--- src/rtl/lifo_multi_ch.sv ---
// lifo_multi_ch: NUM_CH independent register-array stacks with one push port and one pop port.
// Optional registered error pulses are enabled by defining LIFO_ERR_FLAG_EN.
//------------------------------------------------------------------------------
// Module   : lifo_multi_ch
// Brief    : multi-channel LIFO with per-channel counts and same-channel bypass
// Revision : 1.0 - initial release
//------------------------------------------------------------------------------
`default_nettype none

module lifo_multi_ch #(
   parameter  int NUM_CH     = 4,
   parameter  int DEPTH      = 12,
   parameter  int DATA_WIDTH = 8,
   localparam int CH_W       = (NUM_CH > 1) ? $clog2(NUM_CH) : 1,
   localparam int CNT_W      = $clog2(DEPTH + 1)
) (
   input  logic                    clk,
   input  logic                    rst,
   input  logic [DATA_WIDTH-1:0]   data_wr,
   input  logic                    wr_en,
   input  logic [CH_W-1:0]         wr_ch,
   input  logic                    rd_en,
   input  logic [CH_W-1:0]         rd_ch,
   output logic [DATA_WIDTH-1:0]   data_rd,
   output logic [NUM_CH-1:0]       lifo_full,
   output logic [NUM_CH-1:0]       lifo_empty,
   output logic [NUM_CH*CNT_W-1:0] count,
   output logic                    wr_err,
   output logic                    rd_err
);

   // Bit s is set when select value s names an existing channel.
   localparam int                CH_SPAN  = 1 << CH_W;
   localparam logic [CH_SPAN-1:0] CH_VALID = {CH_SPAN{1'b1}} >> (CH_SPAN - NUM_CH);

   logic [CNT_W-1:0]      sp_q     [NUM_CH];
   logic [CNT_W-1:0]      sp_d     [NUM_CH];
   logic [DATA_WIDTH-1:0] mem_q    [NUM_CH][DEPTH];
   logic [DATA_WIDTH-1:0] top_word [NUM_CH];
   logic [DATA_WIDTH-1:0] data_rd_q;
   logic [DATA_WIDTH-1:0] data_rd_d;
   logic [NUM_CH-1:0]     wr_go;
   logic [NUM_CH-1:0]     rd_go;
   logic                  bypass;

   always_comb begin
      for (int c = 0; c < NUM_CH; c++) begin
         top_word[c] = '0;
         for (int e = 0; e < DEPTH; e++) begin
            if (sp_q[c] == CNT_W'(e + 1)) begin
               top_word[c] = mem_q[c][e];
            end
         end
      end
   end

   always_comb begin
      bypass    = wr_en && rd_en && (wr_ch == rd_ch) && CH_VALID[wr_ch];
      data_rd_d = data_rd_q;
      wr_go     = '0;
      rd_go     = '0;
      for (int c = 0; c < NUM_CH; c++) begin
         sp_d[c] = sp_q[c];
         if (!bypass && wr_en && (wr_ch == CH_W'(c)) && (sp_q[c] != CNT_W'(DEPTH))) begin
            wr_go[c] = 1'b1;
            sp_d[c]  = sp_q[c] + CNT_W'(1);
         end
         // A non-bypass pop can never share a channel with the push above.
         if (!bypass && rd_en && (rd_ch == CH_W'(c)) && (sp_q[c] != '0)) begin
            rd_go[c]  = 1'b1;
            sp_d[c]   = sp_q[c] - CNT_W'(1);
            data_rd_d = top_word[c];
         end
      end
      if (bypass) begin
         data_rd_d = data_wr;
      end
   end

   always_ff @(posedge clk or negedge rst) begin
      if (!rst) begin
         for (int c = 0; c < NUM_CH; c++) begin
            sp_q[c] <= '0;
         end
         data_rd_q <= '0;
      end else begin
         for (int c = 0; c < NUM_CH; c++) begin
            sp_q[c] <= sp_d[c];
         end
         data_rd_q <= data_rd_d;
      end
   end

   // Storage carries no reset; stale entries sit above sp and are never observed.
   always_ff @(posedge clk) begin
      for (int c = 0; c < NUM_CH; c++) begin
         for (int e = 0; e < DEPTH; e++) begin
            if (wr_go[c] && (sp_q[c] == CNT_W'(e))) begin
               mem_q[c][e] <= data_wr;
            end
         end
      end
   end

   generate
      for (genvar c = 0; c < NUM_CH; c++) begin : g_status
         assign lifo_full[c]                = (sp_q[c] == CNT_W'(DEPTH));
         assign lifo_empty[c]               = (sp_q[c] == '0);
         assign count[c*CNT_W +: CNT_W]     = sp_q[c];
      end
   endgenerate

   assign data_rd = data_rd_q;

`ifdef LIFO_ERR_FLAG_EN
   logic wr_err_q;
   logic wr_err_d;
   logic rd_err_q;
   logic rd_err_d;

   // Any request that neither bypassed nor moved a pointer was dropped.
   always_comb begin
      wr_err_d = wr_en && !bypass && (wr_go == '0);
      rd_err_d = rd_en && !bypass && (rd_go == '0);
   end

   always_ff @(posedge clk or negedge rst) begin
      if (!rst) begin
         wr_err_q <= 1'b0;
         rd_err_q <= 1'b0;
      end else begin
         wr_err_q <= wr_err_d;
         rd_err_q <= rd_err_d;
      end
   end

   assign wr_err = wr_err_q;
   assign rd_err = rd_err_q;
`else
   assign wr_err = 1'b0;
   assign rd_err = 1'b0;
`endif

endmodule

`default_nettype wire

--- config.mk ---
export PLATFORM = sky130hd
export DESIGN_NAME = lifo_multi_ch
export DESIGN_NICKNAME = d
export VERILOG_FILES = /design/src/rtl/lifo_multi_ch.sv
export SDC_FILE = /design/constraint.sdc
export NUM_CORES = 1
export LEC_CHECK = 0
export BUFFER_PORTS_ARGS = -buffer_cell sky130_fd_sc_hd__buf_2
export CELL_PAD_IN_SITES_DETAIL_PLACEMENT = 2
export CELL_PAD_IN_SITES_GLOBAL_PLACEMENT = 2
export CORE_MARGIN = 1.5
export CORE_UTILIZATION = 40
export CTS_BUF_LIST = sky130_fd_sc_hd__clkbuf_16
export DETAILED_ROUTE_END_ITERATION = 8
export GPL_TIMING_DRIVEN = 1
export PLACE_DENSITY_LB_ADDON = 0.1
export SYNTH_ARGS = -nofsm -noshare
export SYNTH_HDL_FRONTEND = slang
export SYNTH_SLANG_ARGS = --single-unit
--- constraint.sdc ---
create_clock -name clk -period 2.8 [get_ports clk]
set_clock_uncertainty 0.15 [all_clocks]
set_input_delay 0 -clock clk [delete_from_list [all_inputs] [get_ports clk]]
set_output_delay 0 -clock clk [all_outputs]
set_load 0.01 [all_outputs]
======== Yosys cells after proc, flatten, opt, wreduce, memory -nomap -nowiden ========
Memories as Yosys holds them, arrays and structs flattened.
Cells that the tools add are included.
word-level totals
  bits in registers ....................... 24
  RAM bits ................................ 384
  output and inout bits ................... 34
  memories ................................ 1
memory list
  name   words  bits a word  read ports  clocked after memory_dff  wr ports  line  text
  mem_q  4      96           4           0                         1         38    logic [DATA_WIDTH-1:0] mem_q [NUM_CH][DEPTH];
operators by class
  add/sub/neg operators ................... 8
  order comparisons ....................... 1
  equal/unequal tests ..................... 59
  mux-type cells .......................... 172
  reductions and logical operators ........ 88
operator list
  kind                                                        count
  two-way mux 8 bit                                           53
  two-way mux 96 bit                                          3
  OR reduction 96 bit                                         3
  two-way mux 1 bit                                           101
  equality test 4 bit, second input constant                  20
  logical AND 1 bit                                           69
  equality test 4 x 3 -> 1 bit, second input constant         16
  two-way mux 12 bit                                          3
  equality test 4 x 2 -> 1 bit, second input constant         8
  two-way mux 4 bit                                           8
  adder 4 x 1 -> 4 bit, second input constant                 4
  equality test 4 x 1 -> 1 bit, second input constant         4
  zero test 4 bit                                             4
  inequality test 4 bit, second input constant                4
  nonzero test 4 bit                                          4
  subtractor 4 x 1 -> 4 bit, second input constant            4
  equality test 2 bit, second input constant                  4
  nonzero test 2 bit                                          4
  two-way mux 2 bit                                           3
  nonzero test 5 bit                                          1
  equality test 2 x 1 -> 1 bit, second input constant         2
  zero test 2 bit                                             2
  less-than comparator 2 x 3 -> 1 bit, second input constant  1
  binary-select mux 1 bit (select 2 bit)                      1
  2 further kinds                                             2

======== Depth between registers and ports, before layout ========
  word-level depth ........................ 18
  gate-level depth with buffers ........... 11

======== Worst setup path after synthesis ========
Ideal clock, no wire load.
  path kind ............................... reg2reg
  from .................................... register sp_q, in the netlist count[0]
  to ...................................... memory mem_q[0][72] in the netlist's numbering, enable pin
  arrival time ............................ 2,469 ps
  data required time ...................... 2,255 ps
  path slack .............................. -214 ps
  stages on the path, launching flop included .. 7
  path buffers ............................ 0
  period minus slack after synthesis ...... 3,014 ps
  cells stage by stage .................... dfrtp_1 inv_1 ha_1 nand3_1 inv_1 nor4_4 nor4bb_1
on the way
  word-level cells in the longest chain between the ends .. 9
  elaborated cells between the ends (all ways) .. 10
  classes of those cells .................. 2 x eq/ne; 6 x mux; 2 x reduce/logical
ends and longest elaborated chain
  what                                                line  text
  start, declared                                     36    logic [CNT_W-1:0] sp_q [NUM_CH];
  start signal, assigned by index                     88    sp_q[c] <= sp_d[c];
  inequality test 4 bit                               64    if (!bypass && wr_en && (wr_ch == CH_W'(c)) && (sp_q[c] != CNT_W'(DEPTH))) begin
  logical AND 1 bit                                   64
  two-way mux 1 bit                                   64
  logical AND 1 bit *                                 98    if (wr_go[c] && (sp_q[c] == CNT_W'(e))) begin
  two-way mux 1 bit *                                 98
  two-way mux 1 bit (implied by the code) *           99    mem_q[c][e] <= data_wr;
  two-way mux 12 bit (no source line) * (3 in a row)  --
  end, declared                                       38
Every way passes the cells marked *; elsewhere a longest branch is shown, timed or not.

======== Worst setup path in the final report ========
  from .................................... register sp_q, in the netlist count[13]
  to ...................................... register data_rd_q[6], in the netlist data_rd[6]
on the way
  word-level cells in the longest chain between the ends .. 15
  elaborated cells between the ends (all ways) .. 29
  classes of those cells .................. 12 x eq/ne; 14 x mux; 3 x reduce/logical
ends and longest elaborated chain
  what                             line  text
  equality test 4 x 1 -> 1 bit     50    if (sp_q[c] == CNT_W'(e + 1)) begin
  two-way mux 8 bit (12 in a row)  50
  two-way mux 8 bit                69    if (!bypass && rd_en && (rd_ch == CH_W'(c)) && (sp_q[c] != '0)) begin
  two-way mux 8 bit                75    if (bypass) begin
  end signal, assigned             90    data_rd_q <= data_rd_d;
  end, declared                    40    logic [DATA_WIDTH-1:0] data_rd_q;
Several ways; a longest one is shown, not always the timed one.
A chain may end at the register's enable or synchronous reset.

==> results_dict.tcl <==
set metrics [dict create \
    violations "hold timing, setup timing" \
    crit_chain "inv_2, ha_4, buf_12, buf_8, nor2b_4, a221o_1, a222oi_1, o31ai_1, a221oi_2, o221ai_1" \
    cellLeakagePower_uw 0.00764 \
    io_pins 50 \
    synth_top_area_share_pct 64.5 \
    synthArstFlopShare_pct 5.88 \
    syn_to_final_growth_pct 21.9 \
    grt_pass1_vias 13713 \
    hpwl_mm 42.3 \
    fmax_mhz 352 \
    end_kind "register" \
    cp_slowest_cell "a222oi_1" \
    crit_arrival_ns 3.14 \
    cp.required_ns 3.09 \
    core_area_sq_um 44100 \
    crit_family "compound AO/OA/AOI/OAI gates" \
    finalWorstSetupSlack_ns -0.0445 \
    slew_violations 0 \
    viasPerCell 5.98 \
    crit_type "register to register" \
    path_buf_inv 3 \
    period_needed_ns 2.84 \
    wl_per_cell_um 29.2 \
    cts_tree "built" \
    synth_area_leaders "edfxtp_1 64%, dfrtp_1 3.4%, a21oi_1 2.3%, a221oi_1 1.9%, nand2_1 1.7%" \
    power-per-cell-area_nw_per_um2 1000 \
    synthFlopType "edfxtp_1" \
    cts-root-buf "clkbuf_16" \
    antenna_found_initial 1 \
    yosysSeqAreaShare_pct 67.8 \
    clockBufferDepth 3 \
    hold_violations 5 \
    ant_nets 0 \
    grt_max_degree 59 \
    grt_first_pass_wirelength_mm 92.4 \
    tightest_slew_ns 1.10 \
    path_clk_slew_ns 0.06 \
    rsz0062_at_grt "yes" \
    netlist_area_sq_um 17900 \
    outcome "finished, violations left" \
    cts_buffers 45 \
    syn_area_per_cell_sq_um 13.5 \
    crit_fanout 7 \
    cpPeakStageDelay_ns 0.48 \
    drt-initial-drc-count 1138 \
    final_cell_mix "384 x edfxtp_1, 167 x buf_4, 82 x a21oi_1" \
    drc 0 \
    htreeDepth 2 \
    die_x_um 214 \
    portBuffers 47 \
    netlist_instances 1327 \
    clkLatencyLatePin_ns 0.59 \
    relSlewSlack_pct 26.5 \
    synth_edf_count 384 \
    start_util_pct 40.5 \
    synth_warnings 0 \
    drt-total-wl_mm 62.9 \
    worstHoldPathType "input pin to register" \
    grt_use_total_pct 27.0 \
    gp_congestion 0.829 \
    vias 12896 \
    cts.sink_count 408 \
    drive_above_1_share_pct 23.4 \
    grt_overflow_total 0 \
    synth_area_leader_cell "edfxtp_1" \
    synth_cell_type_count 77 \
    finalSetupViolations 1 \
    num-fill-cells 4318 \
    die-area_sq_um 46000 \
    hold_slack_ns -0.0235 \
    period_share_pct 102 \
    rows 77 \
    max_cap_viol_count 0 \
    setup.worst_path.start_class "register" \
    ys_ff_latch 408 \
    finalSetupTns_ns -0.0445 \
    die_h_um 214 \
    power_uw 21900 \
    vdd_drop_max_uv 695 \
    first_pass_iters 6 \
    nNetsFinal 1560 \
    final_common_cell "edfxtp_1" \
]
[power breakdown]
group	leakage (uW)	total [uW]	switching (uW)	internal (uW)
Sequential	0.00373	7430	431	7000
Clock	0.000706	5580	2480	3100
Combinational	0.00320	8840	5420	3420
[layer usage]
layer / GRT usage, % / vias to the layer above / wire (um)
li1: - / 5606 / -
met4: 7.63 / 0 / 1390
met3: 3.86 / 93 / 3500
met1: 37.8 / 6808 / 27900
met5: 0 / - / 0
met2: 43.9 / 389 / 30200
[logic make-up after synthesis]
family                   synth area share, %
other                                 0.0210
multiplexers                           0.539
flip-flops                              67.8
adder cells (fa/ha/maj)                 1.12
buffers and inverters                   3.84
AND/OR/NAND/NOR                         10.6
AO/OA/AOI/OAI                           15.3
XOR/XNOR                               0.728
[area by class of cell]
type / instances / area (sq um) / share of cell area, %
clock buffer: 47 / 1180 / 5.40
inverter: 65 / 244 / 1.12
tap: 592 / 741 / 3.40
antenna: 1 / 2.50 / 0.0115
timing repair buffer: 247 / 1980 / 9.09
multi-input combinational: 761 / 5350 / 24.5
clock inverter: 34 / 168 / 0.769
sequential: 408 / 12100 / 55.7
[stage by stage]
stage | std cells | worst slack (ns) | util [%] | instance area [sq um]
after floorplan | 1328 | 0.0568 | - | 17900
after global placement | 2045 | -0.0940 | 45.1 | 19900
after detailed placement | 2045 | -0.170 | 45.1 | 19900
after CTS | 2142 | -0.0196 | 48.7 | 21500
after global routing | 2154 | -0.0967 | 49.4 | 21800
final | 2155 | -0.0445 | 49.4 | 21800
[final timing paths]
path	endpoint	slack, ns	from	cells after the start
setup / recovery	data_rd[6]	-0.04	count[13]	10
hold reg to reg	count[8]	0.47	count[8]	2
max in group asynchronous	count[4]	1.94	rst	4
min in group asynchronous	count[14]	0.36	rst	4
hold / removal	mem_q[3][64]	-0.02	data_wr[0]	1
setup reg to reg	data_rd[6]	-0.04	count[13]	10
[worst reg2reg max path: cells and delay by family, from the launching register on]
| kind | cells | cell delay (ns) |
|---|---|---|
| flip-flops | 1 | 0.43 |
| AND/OR/NAND/NOR | 1 | 0.04 |
| AO/OA/AOI/OAI | 5 | 1.49 |
| buffers and inverters | 3 | 0.38 |
| adder cells (fa/ha/maj) | 1 | 0.19 |
[sequential cells by signal (all words and copies together) (netlist names)]
register and cells:
mem_q 384, count 16, data_rd 8
[Yosys cell counts, types with 5 or more instances]
cell,n
a222oi_1,5
o21ai_0,48
clkbuf_1,53
xnor2_1,13
a221oi_1,39
a22o_1,19
a32o_1,7
o211ai_1,10
o221ai_1,12
o32a_1,5
buf_6,5
nand3b_1,33
nor4_1,6
and3b_1,9
a22oi_1,24
mux2_2,5
nor2_1,57
nor3_1,10
ha_1,16
a211oi_1,15
nand2b_1,14
and2_1,11
a31oi_1,14
o31ai_1,10
nand2_1,79
inv_1,62
buf_4,5
o2111ai_1,6
and3_1,27
nand3_1,13
dfrtp_1,24
o22ai_1,28
nand4_1,7
edfxtp_1,384
a21oi_1,82
nor2b_1,43
buf_2,27
o32ai_1,7
[repair_timing]
item | 4_1_cts | 5_1_grt
gates resized for setup | 20 | 44
endpoints found under the hold margin | 172 | 0
setup buffers | 0 | 11
cloned | 0 | 1
hold buffers | 16 | 0
setup endpoints to repair | 8 | 14
pin swaps | 1 | 7
No activity file was read; power rests on OpenSTA's default activity.
